==> config.mk <==
export PLATFORM = sky130hd
export DESIGN_NAME = seq_alu
export DESIGN_NICKNAME = d
export VERILOG_FILES = /design/src/rtl/alu_pkg.sv /design/src/rtl/seq_multer.sv /design/src/rtl/seq_alu.sv
export SDC_FILE = /design/constraint.sdc
export NUM_CORES = 1
export LEC_CHECK = 0
export CORE_MARGIN = 2
export CORE_UTILIZATION = 60
export DETAILED_ROUTE_END_ITERATION = 12
export PLACE_DENSITY = 0.84
export SYNTH_ARGS = -nofsm -noshare
export SYNTH_HDL_FRONTEND = slang
export SYNTH_HIERARCHICAL = 1
export SYNTH_SLANG_ARGS = --single-unit
export TNS_END_PERCENT = 20
==> constraint.sdc <==
create_clock -name clk -period 4.7 [get_ports clk]
set_input_delay 0.94 -clock clk [delete_from_list [all_inputs] [get_ports clk]]
set_output_delay 0.94 -clock clk [all_outputs]
set_load 0.05 [all_outputs]
==> src/rtl/alu_pkg.sv <==
// Shared opcode, state and flag definitions for the sequential ALU.
package alu_pkg;

  localparam int unsigned OP_ADD = 0;
  localparam int unsigned OP_MUL = 1;
  localparam int unsigned OP_AND = 2;
  localparam int unsigned OP_OR  = 3;
  localparam int unsigned OP_NOT = 4;
  localparam int unsigned OP_SUB = 5;

  localparam int unsigned FLAG_Z = 0;
  localparam int unsigned FLAG_C = 1;
  localparam int unsigned FLAG_V = 2;
  localparam int unsigned FLAG_N = 3;

  typedef enum logic [1:0] {
    IDLE = 2'd0,
    BUSY = 2'd1,
    DONE = 2'd2
  } alu_state_e;

endpackage

==> src/rtl/seq_multer.sv <==
// Iterative shift-add multiplier: one partial product per cycle, WIDTH cycles after start.
module seq_multer #(
  parameter int unsigned WIDTH = 8
) (
  input  logic               clk,
  input  logic               rst,
  input  logic               start_i,
  input  logic [WIDTH-1:0]   a_i,
  input  logic [WIDTH-1:0]   b_i,
  output logic               done_o,
  output logic [2*WIDTH-1:0] product_o
);

  localparam int unsigned CntW = $clog2(WIDTH);

  logic               busy_q, busy_d;
  logic [CntW-1:0]    cnt_q, cnt_d;
  logic [2*WIDTH-1:0] acc_q, acc_d;
  logic [2*WIDTH-1:0] mcand_q, mcand_d;
  logic [WIDTH-1:0]   mplier_q, mplier_d;
  logic [2*WIDTH-1:0] acc_step;

  // done_o flags the final step; product_o already includes that step's partial product.
  always_comb begin
    acc_step  = mplier_q[0] ? (acc_q + mcand_q) : acc_q;
    done_o    = busy_q && (cnt_q == CntW'(WIDTH - 1));
    product_o = acc_step;

    busy_d   = busy_q;
    cnt_d    = cnt_q;
    acc_d    = acc_q;
    mcand_d  = mcand_q;
    mplier_d = mplier_q;
    if (start_i) begin
      busy_d   = 1'b1;
      cnt_d    = '0;
      acc_d    = '0;
      mcand_d  = {{WIDTH{1'b0}}, a_i};
      mplier_d = b_i;
    end else if (busy_q) begin
      acc_d    = acc_step;
      mcand_d  = mcand_q << 1;
      mplier_d = mplier_q >> 1;
      cnt_d    = cnt_q + CntW'(1);
      if (done_o) begin
        busy_d = 1'b0;
      end
    end
  end

  always_ff @(posedge clk) begin
    if (rst) begin
      busy_q   <= 1'b0;
      cnt_q    <= '0;
      acc_q    <= '0;
      mcand_q  <= '0;
      mplier_q <= '0;
    end else begin
      busy_q   <= busy_d;
      cnt_q    <= cnt_d;
      acc_q    <= acc_d;
      mcand_q  <= mcand_d;
      mplier_q <= mplier_d;
    end
  end

endmodule

==> src/rtl/seq_alu.sv <==
// Handshaked WIDTH-bit ALU with registered result and flags; MUL runs on seq_multer.
module seq_alu
  import alu_pkg::*;
#(
  parameter int unsigned WIDTH = 8,
  parameter int unsigned SEL_W = 4
) (
  input  logic             clk,
  input  logic             rst,
  input  logic             in_valid,
  output logic             in_ready,
  input  logic [SEL_W-1:0] alu_component_select,
  input  logic [WIDTH-1:0] input_1,
  input  logic [WIDTH-1:0] input_2,
  output logic             out_valid,
  input  logic             out_ready,
  output logic [WIDTH-1:0] output_1,
  output logic [WIDTH-1:0] output_hi,
  output logic [3:0]       flags
);

  alu_state_e         state_q, state_d;
  logic [WIDTH-1:0]   res_q, res_d;
  logic [WIDTH-1:0]   hi_q, hi_d;
  logic [3:0]         flags_q, flags_d;

  logic               mul_start;
  logic               mul_done;
  logic [2*WIDTH-1:0] mul_product;

  logic [WIDTH:0]     sum;
  logic [WIDTH:0]     diff;
  logic [WIDTH-1:0]   alu_res;
  logic [3:0]         alu_flags;
  logic [3:0]         mul_flags;

  seq_multer #(
    .WIDTH(WIDTH)
  ) u_multer (
    .clk      (clk),
    .rst      (rst),
    .start_i  (mul_start),
    .a_i      (input_1),
    .b_i      (input_2),
    .done_o   (mul_done),
    .product_o(mul_product)
  );

  // Single-cycle ops evaluated straight from the inputs, registered on accept.
  always_comb begin
    sum       = {1'b0, input_1} + {1'b0, input_2};
    diff      = {1'b0, input_1} - {1'b0, input_2};
    alu_res   = input_1;
    alu_flags = '0;
    case (alu_component_select)
      SEL_W'(OP_ADD): begin
        alu_res           = sum[WIDTH-1:0];
        alu_flags[FLAG_C] = sum[WIDTH];
        alu_flags[FLAG_V] = (input_1[WIDTH-1] == input_2[WIDTH-1]) &&
                            (sum[WIDTH-1] != input_1[WIDTH-1]);
      end
      SEL_W'(OP_SUB): begin
        alu_res           = diff[WIDTH-1:0];
        alu_flags[FLAG_C] = diff[WIDTH];
        alu_flags[FLAG_V] = (input_1[WIDTH-1] != input_2[WIDTH-1]) &&
                            (diff[WIDTH-1] != input_1[WIDTH-1]);
      end
      SEL_W'(OP_AND): alu_res = input_1 & input_2;
      SEL_W'(OP_OR):  alu_res = input_1 | input_2;
      SEL_W'(OP_NOT): alu_res = ~input_1;
      default:        alu_res = input_1;
    endcase
    alu_flags[FLAG_Z] = (alu_res == '0);
    alu_flags[FLAG_N] = alu_res[WIDTH-1];

    mul_flags         = '0;
    mul_flags[FLAG_Z] = (mul_product == '0);
    mul_flags[FLAG_C] = (mul_product[2*WIDTH-1:WIDTH] != '0);
    mul_flags[FLAG_N] = mul_product[2*WIDTH-1];
  end

  always_comb begin
    state_d   = state_q;
    res_d     = res_q;
    hi_d      = hi_q;
    flags_d   = flags_q;
    mul_start = 1'b0;
    unique case (state_q)
      IDLE: begin
        if (in_valid && in_ready) begin
          if (alu_component_select == SEL_W'(OP_MUL)) begin
            mul_start = 1'b1;
            state_d   = BUSY;
          end else begin
            res_d   = alu_res;
            hi_d    = '0;
            flags_d = alu_flags;
            state_d = DONE;
          end
        end
      end
      BUSY: begin
        if (mul_done) begin
          res_d   = mul_product[WIDTH-1:0];
          hi_d    = mul_product[2*WIDTH-1:WIDTH];
          flags_d = mul_flags;
          state_d = DONE;
        end
      end
      DONE: begin
        if (out_ready) begin
          state_d = IDLE;
        end
      end
      default: state_d = IDLE;
    endcase
  end

  always_ff @(posedge clk) begin
    if (rst) begin
      state_q <= IDLE;
      res_q   <= '0;
      hi_q    <= '0;
      flags_q <= '0;
    end else begin
      state_q <= state_d;
      res_q   <= res_d;
      hi_q    <= hi_d;
      flags_q <= flags_d;
    end
  end

  assign in_ready  = (state_q == IDLE) && !rst;
  assign out_valid = (state_q == DONE);
  assign output_1  = res_q;
  assign output_hi = hi_q;
  assign flags     = flags_q;

endmodule

# Yosys cells after proc, flatten, opt, wreduce, memory -nomap -nowiden
# Index checks and enable logic that the tools add are counted.
# W data, S select, Z words.
# word_totals
input_bits	24
register_bits	66
elab_cells	79
output_inout_bits	22
# classes
eq_ne	16
n_mux	30
n_reduce_logical	16
n_addsub	4
bitwise_logic	3
# ops
op	n
$mux W8	10
$pmux W8 S5	1
$pmux W8 S2	2
$add A16 B16 Y16	1
$logic_not A16 Y1	1
$mux W16	1
$mux W4	3
$add A8 B8 Y9	1
$sub A8 B8 Y9	1
$and A8 B8 Y8	1
$eq A4 B2 Y1 const B	2
$eq A4 B3 Y1 const B	2
$logic_not A8 Y1	1
$mux W2	4
$not A8 Y8	1
$or A8 B8 Y8	1
$pmux W4 S2	1
$reduce_bool A8 Y1	1
$mux W1	6
$ne A2 B2 Y1 const B	3
$pmux W2 S3	1
$logic_and A1 B1 Y1	5
$eq A4 B1 Y1 const B	1
$logic_not A4 Y1	1
14 further kinds	17

# Logic depth before layout (Yosys ltp)
# depth
word_depth	7
depth_mapped	12
depth_no_buf	12

# Cells and area by module
# The synthesis kept the hierarchy.
# by_module_without_submodules
module	seq_area_each_um2	area_each_um2	n_inst	cells_per_inst
seq_multer	880.8	2541.2	1	295
seq_alu	440.4	2412.3	1	317

# Least setup slack after synthesis
# No wires, ideal clock.
# synth_path
kind	input-to-output
start	input rst
end	output in_ready
path_slack_ns	1.486
stages	3
t_arrival_ns	2.274
required_time_ns	3.760
path_buffers	2
path_cell_list	clkbuf_8 clkbuf_8 nor3_1
# synth_between
elab_chain_cells	2
# synth_rtl
element	line_no	text
start: declaration	seq_alu.sv:9	input logic rst,
$logic_not A1 Y1	seq_alu.sv:133	assign in_ready = (state_q == IDLE) && !rst;
$logic_and A1 B1 Y1	seq_alu.sv:133	
end: declaration	seq_alu.sv:11	output logic in_ready,
# Every way passes these cells.

# Worst setup path in the final report
# layout_path
start	input input_1[1]
end	register res_q[7], in the netlist output_1[7]
# layout_between
elab_chain_cells	5
word_cells_on_any_way	6
classes_between	2 x add/sub; 4 x mux
# layout_rtl
element	line_no	text
start: declaration	seq_alu.sv:13	input logic [WIDTH-1:0] input_1,
$sub A8 B8 Y9 or $add A8 B8 Y9 (tied branches)	seq_alu.sv:52, seq_alu.sv:51	
$pmux W8 S5 (*)	seq_alu.sv:55	case (alu_component_select)
$mux W8 (*)	seq_alu.sv:91	if (alu_component_select == SEL_W'(OP_MUL)) begin
$mux W8 (*)	seq_alu.sv:90	if (in_valid && in_ready) begin
$pmux W8 S2 (*)	seq_alu.sv:88	unique case (state_q)
end signal: assignment	seq_alu.sv:127	res_q <= res_d;
end: declaration	seq_alu.sv:23	logic [WIDTH-1:0] res_q, res_d;
# Every way passes the cells marked *; elsewhere a longest branch is shown, timed or not. The select of a mux whose other input is x is not followed.
# A chain may end at the register's enable or synchronous reset.

==> out/results.tsv <==
stage	metric	value	unit
setup_path	worst-case reg-to-reg path depth	12	
clock_network	Hold Buf Count CTS	0	
setup_path	required time worst endpoint	4.97	ns
route	wire length per cell	17.54	um
clock_network	Root Buffer	clkbuf_8	
setup_path	path type of the worst setup path	in -> reg	
grt	first-pass GRT wire length	21850	um
grt	initial antenna violation count	0	
power	Switching Power	0.0004190	W
power	Net Sw Frac	0.2981	
clock_network	Num Clock Sinks	66	
synth	Synth Flop Type	dfxtp_1	
place	GPL Wtd Cong	0.9385	
run	maxcap violations	0	
synth	sequential area share after synthesis	0.2667	
setup_path	most used cell, CP	or4_4	
power	cell leakage power	2.289	nW
clock_network	clk slew on worst S/H paths	0.08	ns
synth	Syn Nets	680	
final_layout	share of layout cells above drive strength 1	0.08320	
grt	largest net degree at the start of global routing	38	
route	vias per cell	6.289	
sta	Fin. Hold Viols	0	
power	VDD IR-drop max	0.1418	mV
setup_path	Arrival @ worst endpoint	3.87	ns
sta	RSZ-0062 raised after global routing	no	
power	Clock power frac	0.390	
sta	Fmax achieved	277.9	MHz
synth	Post-Syn Area	0.004954	sq mm
route	Initial DRC Count	256	
route	Final Routed Wirelength	13230	um
setup_path	Crit. End Element	flip-flop	
floorplanning	boundary pin count	46	
power	combinational share of power	0.198	
clock_network	CTS tree	done	
final_layout	register area	0.001323	sq mm
synth	synth cell count leaders	96 x nor2_1, 66 x dfxtp_1, 58 x a21oi_1, 41 x ha_1, 33 x mux2i_1	
sta	Final Max Tran Viols	0	
synth	largest area contributor in the synthesized netlist	dfxtp_1	
sta	final critical-path required period	3.599	ns
final_layout	Final nets	712	
sta	Period Utilization, post-route	0.7657	
grt	GR Overflow Total	0	
place	hpwl dp	10070	um
sta	worst rel slew slack	0.3630	
route	Final ANT Viol Nets	0	
synth	share of Yosys cell area claimed by the top area cell type	0.2667	
floorplanning	die height	94.86	um
synth	Warnings, synthesis	6	
place	placed insts	738	
route	vias	4742	
setup_path	FF-to-FF End	flags[0]	
power	internal power	0.0009867	W
clock_network	setup repair bufs after CTS	0	
grt	GR Util All Layers	0.3117	
sta	final setup violation count	0	
floorplanning	die width	94.86	um
synth	EDFF count, synth	0	
worst_hold_path	worst min-delay path class	reg -> reg	
final_layout	fillers	680	
synth	Cell variety after synth	71	
floorplanning	core area	0.008093	sq mm
clock_network	largest buffer count on any clock path	2	
sta	Worst Skew	0.01272	ns
clock_network	post-CTS sizing	0	
synth	Synth area leaders	dfxtp_1 27%, ha_1 10%, nor2_1 7.3%	
synth	count leader, synth	nor2_1	
setup_path	CP endpoint	output_1[7]	
outcome	status	completed	
floorplanning	Die ar.	0.008998	sq mm
clock_network	# H-tree levels	3	
floorplanning	Starting Density	0.6121	
route	DRC	0	
setup_path	Crit-path slowest cell	clkdlybuf4s50_1	
setup_path	Critical Path Start	input_1[1]	
synth	post-synthesis cell count	612	
clock_network	CTS buffer count	9	
sta	Worst Tran Pin Value	0.9542	ns
floorplanning	site row count	33	
setup_path	CP cell instances	clkdlybuf4s50_1, inv_1, ha_1, o21ba_1, or4_4, a31oi_4, a22o_1, nor3_1, or4_4, a211oi_2	
synth	flops & latches, synth	66	
final_layout	n_diodes	0	
power	Pwr per Cell Area	248.9	mW/mm^2
final_layout	Layout Cells excl Fill	754	
synth	Async SR Flop Fraction	0	
setup_path	CP max stage delay	0.65	ns
route	Pre-Repair DR Iteration Count	5	
final_layout	Area growth syn-to-layout	14.02	%
setup_path	CP startpoint kind	primary input	
grt	vias in the first global route	4623	
clock_network	clock insertion delay at the later pin of the skew report	0.35	ns
power	part of the power in registers	0.412	
setup_path	Worst R2R Start	u_multer/acc_q[0]	
place	IO buf count	45	
synth	Avg Cell Area, Syn	8.094	sq um
setup_path	crit-path max FO	7	
final_layout	multi-input logic area	0.003323	sq mm
setup_path	reg2reg setup slack	1.32	ns
sta	hold slack	0.4736	ns
sta	Fin Setup TNS	0	ns
power by group through the flow:
stage                     Sequential [W]  Combinational, W  Clock (W)
after floorplan                 0.000609          0.000172          0
after global placement          0.000591          0.000269          0
after detailed placement        0.000592          0.000273          0
after CTS                       0.000579          0.000274   0.000553
after global routing            0.000581          0.000304   0.000576
final                           0.000580          0.000278   0.000548
critical path: cells and delay by family:
family | cells | cell delay, ns
AO/OA/AOI/OAI | 4 | 0.77
adder cells (fa/ha/maj) | 1 | 0.33
buffers and inverters | 2 | 0.79
AND/OR/NAND/NOR | 3 | 1.03
cells by family after synthesis:
group	Yosys count	synth area share
mux	44	0.09169
simple gates	204	0.2008
compound gates	170	0.2278
xor+xnor	19	0.03359
fa+ha+maj	44	0.1157
flops	66	0.2667
buf+inv	65	0.06365
flip-flops by register name (all words and copies together) (netlist names), 2 cells and up:
signal and flops:
u_multer/mplier_q 8, output_1 8, flags 4, u_multer/acc_q 16
state_q 2, u_multer/cnt_q 3, u_multer/mcand_q 16, output_hi 8
layout make-up:
| type | instances | area share |
|---|---|---|
| Timing Repair Buffer | 56 | 0.09393 |
| Clock buffer | 10 | 0.02437 |
| Multi-Input combinational cell | 481 | 0.5884 |
| Tap cell | 105 | 0.02326 |
| Inverter | 30 | 0.01994 |
| Clock inverter | 6 | 0.01595 |
| Sequential cell | 66 | 0.2342 |
how the worst min path moves through the flow:
stage / from / end / slack, ns / depth (start not counted)
after global placement: output_1[0] / output_1[0] / 0.45 / 2
final: output_1[0] / output_1[0] / 0.47 / 2
after floorplan: u_multer/acc_q[11] / u_multer/acc_q[11] / 0.45 / 2
after global routing: flags[2] / flags[2] / 0.52 / 2
after detailed placement: output_1[0] / output_1[0] / 0.46 / 2
after CTS: output_1[0] / output_1[0] / 0.47 / 2
layout by cell type, fill, tap and decap left out, types with 6 or more instances in the layout:
cell,synthesis,routed
nand2_1,32,32
nor2_1,96,96
nor3_1,15,15
clkdlybuf4s50_1,0,44
a22oi_1,9,9
o2111ai_1,6,6
mux2_2,11,11
a21oi_1,58,58
nand3_1,9,9
dfxtp_1,66,65
nor4_1,7,6
clkbuf_8,3,10
a31oi_1,6,6
ha_1,41,41
nor2b_1,6,6
xnor2_1,15,15
inv_1,30,30
nand3b_1,6,6
a211oi_1,10,10
buf_4,1,12
mux2i_1,33,33
o21ai_0,24,24
nor3b_1,6,6
stage by stage:
step / setup slack, ns / util / total power, W / cell area, sq um
floorplan: 1.486 / - / 0.0007808 / 4954
detailed placement: 0.7821 / 0.6698 / 0.0008648 / 5420
CTS: 1.127 / 0.6979 / 0.001407 / 5648
global placement: 0.8443 / 0.6698 / 0.0008604 / 5420
finish: 1.101 / 0.6979 / 0.001406 / 5648
global route: 0.9264 / 0.6979 / 0.001460 / 5648
metal layers:
layer	global-route usage	routed length (um)	part of all wire	vias to the layer above
met5	0	0	0	-
met4	0.1498	451	0.034	0
met3	0.06544	891	0.067	43
met2	0.5325	6367	0.48	178
met1	0.3713	5516	0.42	2250
li1	-	-	-	2271
Power figures use the tool's default switching activity.
==> patch: new RTL, config.mk and constraints unchanged <==
`res_q` and `hi_q` no longer have a reset.
--- a/src/rtl/seq_alu.sv
+++ b/src/rtl/seq_alu.sv
@@ -121,4 +121,2 @@
       state_q <= IDLE;
-      res_q   <= '0;
-      hi_q    <= '0;
       flags_q <= '0;
@@ -126,6 +124,9 @@
       state_q <= state_d;
-      res_q   <= res_d;
-      hi_q    <= hi_d;
       flags_q <= flags_d;
     end
+  end
+
+  always_ff @(posedge clk) begin
+    res_q <= res_d;
+    hi_q  <= hi_d;
   end
Check against the original RTL: differs if rst is asserted again (counterexample within 4 cycles, from zero or initial values and one cycle with rst high); with rst held inactive, the same outputs for 4 cycles.
==> patch against the original RTL <==
- total power is 1.7% higher
- sequential cell count unchanged
- critical path type unchanged
- combinational power fell by 3%
- wire length is 4.3% higher
- area after synthesis grew 1.1%
- setup slack worse by 0.056 ns
- fmax fell by 1.5%
- count of clock-buffer cells in the layout increased by 2
- design area rose by 1.6%
==> patch: results (changes against the original RTL) <==
- Area share of buffers outside the clock network: 0.0929 (was 0.0939)
- Number of distinct library cells after synthesis: 69 (was 71)
- Largest stage delay, worst path: 0.59 ns (was 0.65 ns)
- Avg Cell Area, Syn: 8.40 um2 (was 8.09 um2)
- Post-Route M1 WL: 6070 um (was 5520 um)
- Static leakage power: 2.34 nW (was 2.29 nW)
- Post-synth EDFFs: 16 (was 0)
- Layout filler cell count: 640 (was 680)
- Hold Crit Start: u_multer/acc_q[7]$_SDFFE_PP0P_ (was output_1[0]$_SDFFE_PP0P_)
- Fraction of area in clock buffers and inverters: 0.0419 (was 0.0403)
- Grt met3 use: 0.0577 (was 0.0654)
- Register share of the cell area: 0.258 (was 0.234)
- Outcome: complete, no violations (unchanged)
- Fin Hold WS: 0.485 ns (was 0.474 ns)
- Share of layout cells above drive strength 1: 0.0886 (was 0.0832)
- WHS Endpoint: u_multer/acc_q[7]$_SDFFE_PP0P_ (was output_1[0]$_SDFFE_PP0P_)
- Max Fanout on Critical Path: 5 (was 7)
- Count of placed standard cells including taps: 721 (was 738)
- Met1 GRT Util: 0.412 (was 0.371)
- Routing usage on met2: 0.518 (was 0.533)
- Number of clock-tree buffers in the layout: 12 (was 10)
- Arrival time worst endpoint: 3.92 ns (was 3.87 ns)
- Detailed route wirelength on metal2: 6510 um (was 6370 um)
- Worst-case vdd ir drop: 0.154 mV (was 0.142 mV)
- Multi-input gate share of total cell area: 0.566 (was 0.588)
- Final clock skew: 0.0152 ns (was 0.0127 ns)
- Worst setup path startpoint: input_1[0] (was input_1[1])
- Number of global-route vias before repair: 4315 (was 4623)
patch: changes by cell type after synthesis, sizes merged, moves of 4 or more:
| cell | before | now |
|---|---|---|
| buf | 13 | 18 |
| nor2 | 96 | 83 |
| dfxtp | 66 | 50 |
| edfxtp | 0 | 16 |
| and2 | 3 | 12 |
| o21ai | 27 | 22 |
| a21oi | 58 | 64 |
| a211oi | 12 | 7 |
| o22ai | 2 | 6 |
| clkbuf | 22 | 18 |
| a22oi | 9 | 0 |
patch: power breakdown:
part	switching, mW	internal (mW)	leakage, nW
Clock	0.236	0.326	0.123
Sequential	0.00558	0.592	0.555
Combinational	0.168	0.102	1.66
patch: logic make-up after synthesis:
group | share of synthesized area
DFF | 0.296
muxes | 0.0975
and+or+nand+nor | 0.193
xor gates and xnor gates | 0.0280
AOI/OAI and AO/OA | 0.216
adders and majority gates | 0.114
buffers and inverters | 0.0552
